## src/rtl/pipe_mux_nw.sv

```systemverilog
// Pipelined N:1 lane selector: stage 1 picks within groups, stage 2 picks the group.
// Optional parity output/check enabled by defining PIPE_MUX_PARITY_EN.
module pipe_mux_nw #(
  parameter  int NUM_IN = 64,
  parameter  int DATA_W = 1,
  parameter  int GROUP  = 8,
  localparam int SEL_W  = $clog2(NUM_IN)
) (
  input  logic                     clk,
  input  logic                     rst_n,
  input  logic [NUM_IN*DATA_W-1:0] in_data,
  input  logic                     in_valid,
  output logic                     in_ready,
  input  logic                     mode,
  input  logic [SEL_W-1:0]         sel,
  output logic [DATA_W-1:0]        out_data,
  output logic [SEL_W-1:0]         out_sel,
  output logic                     sel_err,
  output logic                     out_valid,
  input  logic                     out_ready
`ifdef PIPE_MUX_PARITY_EN
  ,
  input  logic                     in_par_chk,
  output logic                     out_parity
`endif
);

  localparam int NUM_GRP = NUM_IN / GROUP;
  localparam int GB      = $clog2(GROUP);
  localparam logic [SEL_W:0]   NUM_IN_L = (SEL_W+1)'(NUM_IN);
  localparam logic [SEL_W-1:0] LAST_SEL = SEL_W'(NUM_IN - 1);

  logic [DATA_W-1:0] lane [NUM_GRP][GROUP];

  for (genvar g = 0; g < NUM_GRP; g++) begin : g_grp
    for (genvar l = 0; l < GROUP; l++) begin : g_lane
      assign lane[g][l] = in_data[(g*GROUP + l)*DATA_W +: DATA_W];
    end
  end

  logic [SEL_W-1:0] scan_cnt;
  logic [SEL_W-1:0] eff_sel;
  logic [GB-1:0]    lo_sel;
  logic             accept;
  logic             s2_ready;
  logic             adv;
  logic             vld_p1;

  assign eff_sel  = mode ? scan_cnt : sel;
  assign lo_sel   = eff_sel[GB-1:0];
  assign s2_ready = !out_valid || out_ready;
  assign in_ready = !vld_p1 || s2_ready;
  assign accept   = in_valid && in_ready;
  assign adv      = vld_p1 && s2_ready;

  // ---- stage 1: one candidate per group, captured select and range flag ----
  logic [DATA_W-1:0] grp_p1 [NUM_GRP];
  logic [SEL_W-1:0]  sel_p1;
  logic              err_p1;

  always_ff @(posedge clk) begin
    if (accept) begin
      for (int g = 0; g < NUM_GRP; g++) begin
        grp_p1[g] <= lane[g][lo_sel];
      end
      sel_p1 <= eff_sel;
      err_p1 <= ({1'b0, eff_sel} >= NUM_IN_L);
    end
  end

  // ---- stage 2: group pick; compare-based so an out-of-range index selects nothing ----
  logic [DATA_W-1:0] grp_pick;
  logic [DATA_W-1:0] data_p2;
  logic              err_p2;

  always_comb begin
    grp_pick = '0;
    for (int g = 0; g < NUM_GRP; g++) begin
      if ((int'(sel_p1) >> GB) == g) grp_pick = grp_p1[g];
    end
    data_p2 = err_p1 ? '0 : grp_pick;
`ifdef PIPE_MUX_PARITY_EN
    err_p2  = err_p1 | (in_par_chk & (^data_p2));
`else
    err_p2  = err_p1;
`endif
  end

  always_ff @(posedge clk) begin
    if (!rst_n) begin
      vld_p1    <= 1'b0;
      out_valid <= 1'b0;
      out_data  <= '0;
      out_sel   <= '0;
      sel_err   <= 1'b0;
      scan_cnt  <= '0;
`ifdef PIPE_MUX_PARITY_EN
      out_parity <= 1'b0;
`endif
    end else begin
      if (accept)   vld_p1 <= 1'b1;
      else if (adv) vld_p1 <= 1'b0;

      if (adv) begin
        out_valid <= 1'b1;
        out_data  <= data_p2;
        out_sel   <= sel_p1;
        sel_err   <= err_p2;
`ifdef PIPE_MUX_PARITY_EN
        out_parity <= ^data_p2;
`endif
      end else if (out_ready) begin
        out_valid <= 1'b0;
      end

      if (accept && mode) begin
        scan_cnt <= (scan_cnt == LAST_SEL) ? '0 : scan_cnt + 1'b1;
      end
    end
  end

endmodule

```

## config.mk

```make
export PLATFORM = sky130hd
export DESIGN_NAME = pipe_mux_nw
export DESIGN_NICKNAME = d
export VERILOG_FILES = /design/src/rtl/pipe_mux_nw.sv
export SDC_FILE = /design/constraint.sdc
export NUM_CORES = 1
export LEC_CHECK = 0
export CORE_MARGIN = 2
export CORE_UTILIZATION = 39
export DETAILED_ROUTE_END_ITERATION = 7
export HOLD_SLACK_MARGIN = 0.02
export PLACE_DENSITY = 0.84
export SETUP_SLACK_MARGIN = 0.4
export SLEW_MARGIN = 10
export SYNTH_ARGS = -nofsm -noshare
export SYNTH_HDL_FRONTEND = slang
export SYNTH_SLANG_ARGS = --single-unit
```

## constraint.sdc

```tcl
create_clock -name clk -period 1.6 [get_ports clk]
set_input_delay 0.16 -clock clk [delete_from_list [all_inputs] [get_ports clk]]
set_output_delay 0.16 -clock clk [all_outputs]
set_load 0.02 [all_outputs]
```

* Word-level counts from Yosys, hierarchy flattened
Memories as Yosys holds them, arrays and structs flattened. Cells that the tools add are included.
Word-level totals: memories kept 1, register bits after elaboration 21, input port bits 75, word-level logic and storage cells 68, RAM bits 8
Memory list:
- grp_p1 | depth 8, bits a word 1, rd ports 8, clocked after memory_dff 0, wr ports 8, RTL line 57 | logic [DATA_W-1:0] grp_p1 [NUM_GRP];
Cells by class: $add $sub $neg 1, mux-type cells 40, order comparisons 1, bitwise operators 1, reductions and logical operators 10, equality and inequality tests 8
Operators with widths (number):
- logical NOT 32 bit | 1
- 2-to-1 mux 1 bit | 30
- binary-select mux 1 bit (select 3 bit) | 8
- == test 3 bit (second input constant) | 4
- 2-to-1 mux 6 bit | 2
- adder 6 x 1 -> 6 bit (second input constant) | 1
- == test 3 x 2 -> 1 bit (second input constant) | 2
- == test 6 bit (second input constant) | 1
- greater-or-equal comparator 4 bit (second input constant) | 1
- inverter 3 -> 4 bit | 1
- nonzero test 2 bit | 2
- == test 3 x 1 -> 1 bit (second input constant) | 1
- logical AND 1 bit | 3
- logical NOT 1 bit | 2
- logical OR 1 bit | 2

* Longest topological paths before layout
Gate-level depths: netlist (run 1).
depth after elaboration 9, mapped depth 6, gate-level depth less buffers 5

* Worst setup path before layout (run 1)
No wires, ideal clock.
path type register to register, from register scan_cnt[2], to memory grp_p1[6][0] (netlist: grp_p1[1][2]) (data pin), buffers on the path 1, setup time 286 ps, path slack 73 ps, cell stages (with the launch flop) 6, arrival time 1241 ps, required time 1314 ps, period minus slack after synthesis 1527 ps, path through dfxtp_1 -> clkbuf_1 -> mux2_1 -> a311o_1 -> o32ai_1 -> a222oi_1
RTL lines:
- start: declaration | RTL line 41 | logic [SEL_W-1:0] scan_cnt;
- start signal: assignment | RTL line 117 | scan_cnt <= (scan_cnt == LAST_SEL) ? '0 : scan_cnt + 1'b1;
- end: declaration | RTL line 57

* Worst setup path in the final report (run 1)
from register sel_p1[3], to register out_data
Between the ends: word-level cells in the longest chain between the ends 9
RTL lines:
- start: declaration | RTL line 58 | logic [SEL_W-1:0] sel_p1;
- start signal: assignment | RTL line 66 | sel_p1 <= eff_sel;
- logical NOT 32 bit | RTL line 79 | if ((int'(sel_p1) >> GB) == g) grp_pick = grp_p1[g];
- 2-to-1 mux 1 bit (7 in a row) | RTL line 79
- 2-to-1 mux 1 bit * | RTL line 79
- end signal: assignment | RTL line 106 | out_data <= data_p2;
- end: declaration | RTL line 16 | output logic [DATA_W-1:0] out_data,
Every way passes the cells marked *; elsewhere a longest branch is shown, timed or not. A chain may end at the register's enable or synchronous reset.

==> Implementation_results.wiki, run 1 <==
{| class="wikitable"
! Metric !! Value
|-
| Met1 track utilization from global routing || 0.279
|-
| Worst slack at placement || -349 ps
|-
| Mapped Nets || ~300
|-
| Max H-tree Level || 2
|-
| Final Slew Violations || 0
|-
| Endpoint class of the critical path || register
|-
| CP arrival || ~1700 ps
|-
| Initial DRT Pass Iterations || 5
|-
| Hold violation count in the final report || 0
|-
| Shortest period the worst path allows || between 1500 and 2000 ps
|-
| Worst setup path class || register to register
|-
| Yosys warning total || 0
|-
| Worst-case reg-to-reg path depth || 4
|-
| Routability-driven placement congestion ratio || ~0.87
|-
| Starting DRT DRC Count || roughly 230
|-
| Simple-gate area share of the yosys netlist || 0.194
|-
| Total global-route track usage || 0.236
|-
| Cell count along the critical path || 4
|-
| Share of the synthesized area in compound gates (AO/OA/AOI/OAI) || 0.226
|-
| Antenna-violating nets left || 0
|-
| Category of cells accounting for the largest share of critical-path delay || multiplexers
|-
| Worst setup slack for register-to-register paths || 80 ps
|-
| F_max || 660 MHz
|-
| Cell with the largest stage delay on the worst path || mux4_2
|-
| Worst setup SP type || register
|-
| Most Used Layer, Global Route || met2
|-
| Routed wire length per instance || 17.7 um
|-
| Global-route met3 utilization || 0.0476
|-
| Main flop type after synthesis || dfxtp_1
|-
| Share of flip-flops with an asynchronous set or reset || 0
|-
| Core area || ~5000 sq um
|-
| TritonCTS clock tree || yes
|-
| Setup-failing EPs final || 0
|-
| Floorplan die height || 75.9 um
|-
| Maxcap violations || 0
|-
| Final clock skew || about 7.4 ps
|-
| Most common cell after layout, fill and taps aside || clkdlybuf4s50_1
|-
| RSZ-0062 raised after global routing || yes
|-
| Timing endpoint of the critical path || out_data
|-
| Finished Core Util || 0.713
|-
| Die area || around 5800 sq um
|-
| Sinks on the clock net || 29
|-
| Main combinational cell family by area after synthesis || compound AO/OA/AOI/OAI gates
|-
| Areal power density over the cells || approximately 660 nW/um^2
|-
| Worst reg2reg endpoint || out_data
|-
| Crit path max fanout || 3
|-
| Share of the clock period used by the worst path || 0.947
|-
| Mean area per synthesized cell || 8.85 sq um
|-
| Top library cells by usage in the layout, fill and taps aside || clkdlybuf4s50_1 (69), nor2_1 (26), buf_4 (25)
|-
| Effective utilization at floorplan || 0.400
|-
| Row count || 26
|-
| Post-synthesis cell count || around 230
|-
| Buffer type at the clock tree root || clkbuf_8
|-
| Slowest Stage Delay on Critical Path || 510 ps
|-
| Net total in the final layout || about 420
|-
| Via count || 2384
|-
| Post-synth EDFFs || 14
|-
| CTS Buf Count || 5
|-
| Arithmetic-cell share of the synthesized area counting full adders, half adders and majority gates || 0.00620
|-
| Maximum number of pins on one net before global-route repair || 16
|-
| First element of the critical path || sel_p1[3]
|-
| Clk slew on worst S/H paths || approximately 60 ps
|-
| Leakage Power || ~1.4 nW
|-
| Register area share after synthesis || 0.357
|-
| Fraction of layout instances using a drive strength above 1 || 0.317
|-
| Netlist area before placement || around 2000 sq um
|-
| Worst flop-to-flop path startpoint || sel_p1[3]
|-
| Number of antenna cells inserted || 0
|-
| Area Growth Syn to Fin || 78.2%
|-
| Required time of the worst setup path || roughly 1800 ps
|-
| Initial antenna violation count || 0
|-
| Number of library cell types mapped by synthesis || 45
|-
| Worst path buffer plus inverter count || 0
|-
| Total detailed-routing wirelength || between 7000 and 8000 um
|-
| Xor/xnor share of the synthesized area || 0.00434
|-
| Cells along the critical path || mux4_2 > mux2_2 > mux2i_1 > nor2_1
|-
| Number of port buffers || 83
|-
| Total of flip-flops plus latches after synthesis || 29
|-
| Setup slack after layout || about 84 ps
|-
| I/O pin count || 85
|-
| Post-synthesis mux area share || 0.146
|-
| Status || finished, final reports clean
|-
| Final HPWL DP || just under 5000 um
|-
| Peak supply drop || roughly 330 uV
|-
| Clock insertion delay at the later pin of the skew report || slightly below 300 ps
|-
| Wire length of the first global-routing pass || 10800 um
|-
| Detailed-route DRC error count || 0
|-
| Final global-route overflow total || 0
|-
| Number of vias per cell || around 5.7
|-
| Worst hold path type || input pin to register
|-
| Number of buffers between clock root and the deepest sink || 2
|-
| Met2 demand-to-capacity share in global routing || 0.408
|-
| Width of the die || 75.9 um
|-
| Number of global-route vias before repair || between 2000 and 2500
|}
[registers in the layout (all words and copies together), names as in the netlist]
signal and flops:
out_data 1, vld_p1 1, out_sel 6, out_valid 1, sel_p1 6, grp_p1 8, scan_cnt 6
[worst min-delay path by stage]
stage               slack (ps)         end       from  cells past startpoint
floorplan                  290      vld_p1   in_valid                      2
global placement           460  out_sel[2]  sel_p1[2]                      2
detailed placement         470  out_sel[1]  sel_p1[1]                      2
CTS                        450   sel_p1[2]     sel[2]                      2
global route               480   sel_p1[2]     sel[2]                      2
finish                     460   out_valid  out_ready                      5
[what timing repair did]
| item | CTS | global route |
|---|---|---|
| resized for setup | 58 | 36 |
| endpoints found under the setup margin | 42 | 30 |
| setup buffers | 10 | 5 |
| gates cloned | 1 | 2 |
| pin swaps | 22 | 18 |
| hold buffers | 0 | 0 |
[metrics by stage]
step | hold WS [ps] | cells | total power [mW] | setup TNS, ps | cell area, sq um
3_3_place_gp | 457 | 391 | 1.45 | -2380 | 3080
6_report | 457 | 417 | 2.35 | 0 | 3590
2_1_floorplan | 289 | 228 | 1.16 | 0 | 2070
4_1_cts | 449 | 410 | 2.28 | 0 | 3410
5_1_grt | 477 | 417 | 2.43 | -0.215 | 3590
3_5_place_dp | 470 | 391 | 1.47 | -2770 | 3080
[power by group]
| group | internal, mW | switching [mW] | leakage, nW |
|---|---|---|---|
| Combinational | 0.411 | 0.318 | 1.11 |
| Clock | 0.458 | 0.311 | 0.0518 |
| Sequential | 0.829 | 0.0274 | 0.263 |
[synth_stat cells (2+ instances only)]
cell type / instances / area, sq um
buf_6: 2 / 22.5
nand4_1: 2 / 12.5
mux2i_1: 17 / 170
nand3_1: 2 / 10.0
mux2_2: 4 / 45.0
o21ai_1: 2 / 10.0
a32o_1: 7 / 70.1
clkbuf_1: 6 / 22.5
o22ai_1: 8 / 50.1
nor2b_1: 17 / 106
mux4_2: 2 / 45.0
o21ai_2: 2 / 17.5
dfxtp_1: 15 / 300
buf_2: 3 / 15.0
edfxtp_1: 14 / 420
o32ai_1: 8 / 70.1
nor2_1: 26 / 97.6
buf_4: 2 / 15.0
or3_1: 2 / 12.5
nand2_1: 19 / 71.3
nand3b_1: 2 / 15.0
inv_1: 6 / 22.5
nand2b_1: 2 / 12.5
o21ai_0: 17 / 85.1
a21oi_1: 21 / 105
[worst min-delay path: stages]
cell,delay (ps)
dlygate4sd2_1,220
buf_4,120
inv_1,40
a21oi_1,130
nor2_1,40
[cell families after synthesis]
kind of cell,Yosys count
AND/OR/NAND/NOR,79
adder cells (fa/ha/maj),1
multiplexers,25
other,1
XOR/XNOR,1
AO/OA/AOI/OAI,70
flip-flops,29
buffers and inverters,22
[area by class of cell]
class	count	area, sq um
timing repair buffer	124	1200
tap	70	87.6
fill	348	1450
clock buffer	5	68.8
multi-input combinational	178	1410
sequential	29	737
inverter	7	42.5
clock inverter	3	41.3
timing repair inverter	1	6.26
[per-layer routing]
metal,wire (um),vias to the layer above,part of all wire
met1,2670,1109,0.36
met2,3820,165,0.52
met5,0,-,0
met4,303,0,0.041
met3,603,33,0.082
li1,-,1077,-
Power figures use the tool's default switching activity.
==> run 2, diff against run 1 <==
RECOVER_POWER = 25   (was default)
==> Implementation_results.wiki, run 2 (same netlist as run 1, synthesis figures left out) <==
{| class="wikitable"
! Metric !! Value
|-
| Fraction of layout instances using a drive strength above 1 || 0.308
|-
| Peak supply drop || about 330 uV
|-
| Clk slew on worst S/H paths || 70 ps
|-
| Wire length of the first global-routing pass || between 10000 and 15000 um
|-
| CTS Buf Count || 5
|-
| Hold violation count in the final report || 0
|-
| Required time of the worst setup path || between 1500 and 2000 ps
|-
| Fin Hold WS || about 450 ps
|-
| Most common cell after layout, fill and taps aside || clkdlybuf4s50_1
|-
| Final standard cell area without fillers || roughly 3600 sq um
|-
| F_max || slightly above 600 MHz
|-
| Initial DRT Pass Iterations || 5
|-
| Number of port buffers || 83
|-
| Combinational fraction of design power || 0.308
|-
| Final clock skew || ~9.4 ps
|-
| TNS Setup || -11.4 ps
|-
| Area Growth Syn to Fin || 77.6%
|-
| Max H-tree Level || 2
|-
| Area after detailed placement || between 3000 and 4000 sq um
|-
| Leakage Power || about 1.4 nW
|-
| Routed wire length per instance || 17.8 um
|-
| Share of the clock period used by the worst path || 1.01
|-
| TritonCTS clock tree || yes
|-
| Worst setup path class || register to register
|-
| Floorplan die height || approximately 76 um
|-
| Top library cells by usage in the layout, fill and taps aside || clkdlybuf4s50_1 (68), nor2_1 (26), buf_4 (24)
|-
| Internal power consumption || around 1.7 mW
|-
| Status || complete, but fails checks
|-
| Total detailed-routing wirelength || 7410 um
|-
| Final Slew Violations || 0
|-
| Width of the die || approximately 76 um
|-
| Number of antenna cells inserted || 0
|-
| Detailed-route DRC error count || 0
|-
| Initial antenna violation count || 0
|-
| Sinks on the clock net || 29
|-
| Shortest period the worst path allows || roughly 1600 ps
|-
| Share of total power in sequential cells || 0.364
|-
| Effective utilization at floorplan || 0.400
|-
| CP arrival || roughly 1700 ps
|-
| Net total in the final layout || between 400 and 500
|-
| Maximum number of pins on one net before global-route repair || 16
|-
| Core area || 5040 sq um
|-
| Die area || around 5800 sq um
|-
| Reg with most FFs || grp_p1
|-
| Setup slack after layout || -11.4 ps
|-
| I/O pin count || between 80 and 90
|-
| Violations in the final reports || setup timing
|-
| RSZ-0062 raised after global routing || yes
|-
| Crit path max fanout || 8
|-
| Power spent charging and discharging nets || ~0.66 mW
|-
| Via count || approximately 2400
|-
| Worst hold path type || input pin to register
|-
| Number of global-route vias before repair || approximately 2300
|-
| Maxcap violations || 0
|-
| Areal power density over the cells || roughly 660 nW/um^2
|-
| Setup-failing EPs final || 1
|-
| Max FFs per register || 8
|-
| Starting DRT DRC Count || between 200 and 250
|-
| Number of buffers between clock root and the deepest sink || 2
|-
| Row count || 26
|-
| Routability-driven placement congestion ratio || between 0.8 and 0.9
|-
| Final global-route overflow total || 0
|-
| Clock power frac || 0.329
|-
| Buffer type at the clock tree root || clkbuf_8
|-
| Sw Ratio || 0.280
|-
| Antenna-violating nets left || 0
|-
| Total global-route track usage || 0.236
|-
| Clock insertion delay at the later pin of the skew report || roughly 290 ps
|-
| Endpoint class of the critical path || register
|-
| Final HPWL DP || 4850 um
|-
| Worst setup SP type || register
|-
| Number of vias per cell || 5.74
|}
## run 2: changes by cell type in the layout (fill, tap and decap cells not counted)
cell             change
o21ai_2              -1
clkbuf_1             +1
dfxtp_4              -1
dlygate4sd3_1        +1
buf_4                -1
clkdlybuf4s50_1      -1
dfxtp_1              +1
o21ai_0              +1
## run 2: critical path, stage by stage (launching register included)
cell and delay [ps]:
dfxtp_1 540, inv_2 110, a31oi_4 380, o32ai_2 160, a222oi_1 230
## run 2: worst paths after layout
path	startpoint	end	slack (ps)	cells past startpoint
max	scan_cnt[2]	grp_p1[1][2]	-10	4
min	out_ready	out_valid	450	5
max reg2reg	scan_cnt[2]	grp_p1[1][2]	-10	4
min reg2reg	vld_p1	out_valid	470	2
## run 2: cell type report
class                           count  area (sq um)
Timing Repair Buffer              124          1200
Clock buffer                        5          68.8
Sequential cell                    29           733
Multi-Input combinational cell    178          1400
Timing Repair inverter              1          6.26
Fill cell                         352          1460
Tap cell                           70          87.6
Clock inverter                      3          41.3
Inverter                            7          42.5
## run 2: metal layers
metal | vias up | routed length [um] | global-route usage
met2 | 172 | 3760 | 0.408
met4 | 0 | 327 | 0.118
met3 | 41 | 584 | 0.0476
li1 | 1078 | - | -
met1 | 1104 | 2750 | 0.279
met5 | - | 0 | 0
## run 2: metrics by stage
stage / total power [mW] / setup WS (ps) / util / cells
floorplan: 1.16 / 180 / - / 228
global placement: 1.45 / -310 / 0.610 / 391
detailed placement: 1.47 / -349 / 0.610 / 391
CTS: 2.28 / 73.7 / 0.677 / 410
global route: 2.42 / -38.5 / 0.710 / 417
finish: 2.36 / -11.4 / 0.710 / 417
## run 2: power groups by stage
stage	registers, mW	clock network, mW	logic, mW
floorplan	0.877	0	0.282
global placement	0.874	0	0.581
detailed placement	0.877	0	0.595
CTS	0.858	0.760	0.661
global route	0.864	0.790	0.770
finish	0.858	0.775	0.726
## run 2: repair_timing
action                     4_1_cts  5_1_grt
hold buffers                     0        0
cloned                           1        2
gates resized for setup         58       36
pin swaps                       22       18
buffers inserted                10        5
setup endpoints to repair       42       30
hold endpoints to repair         0        0
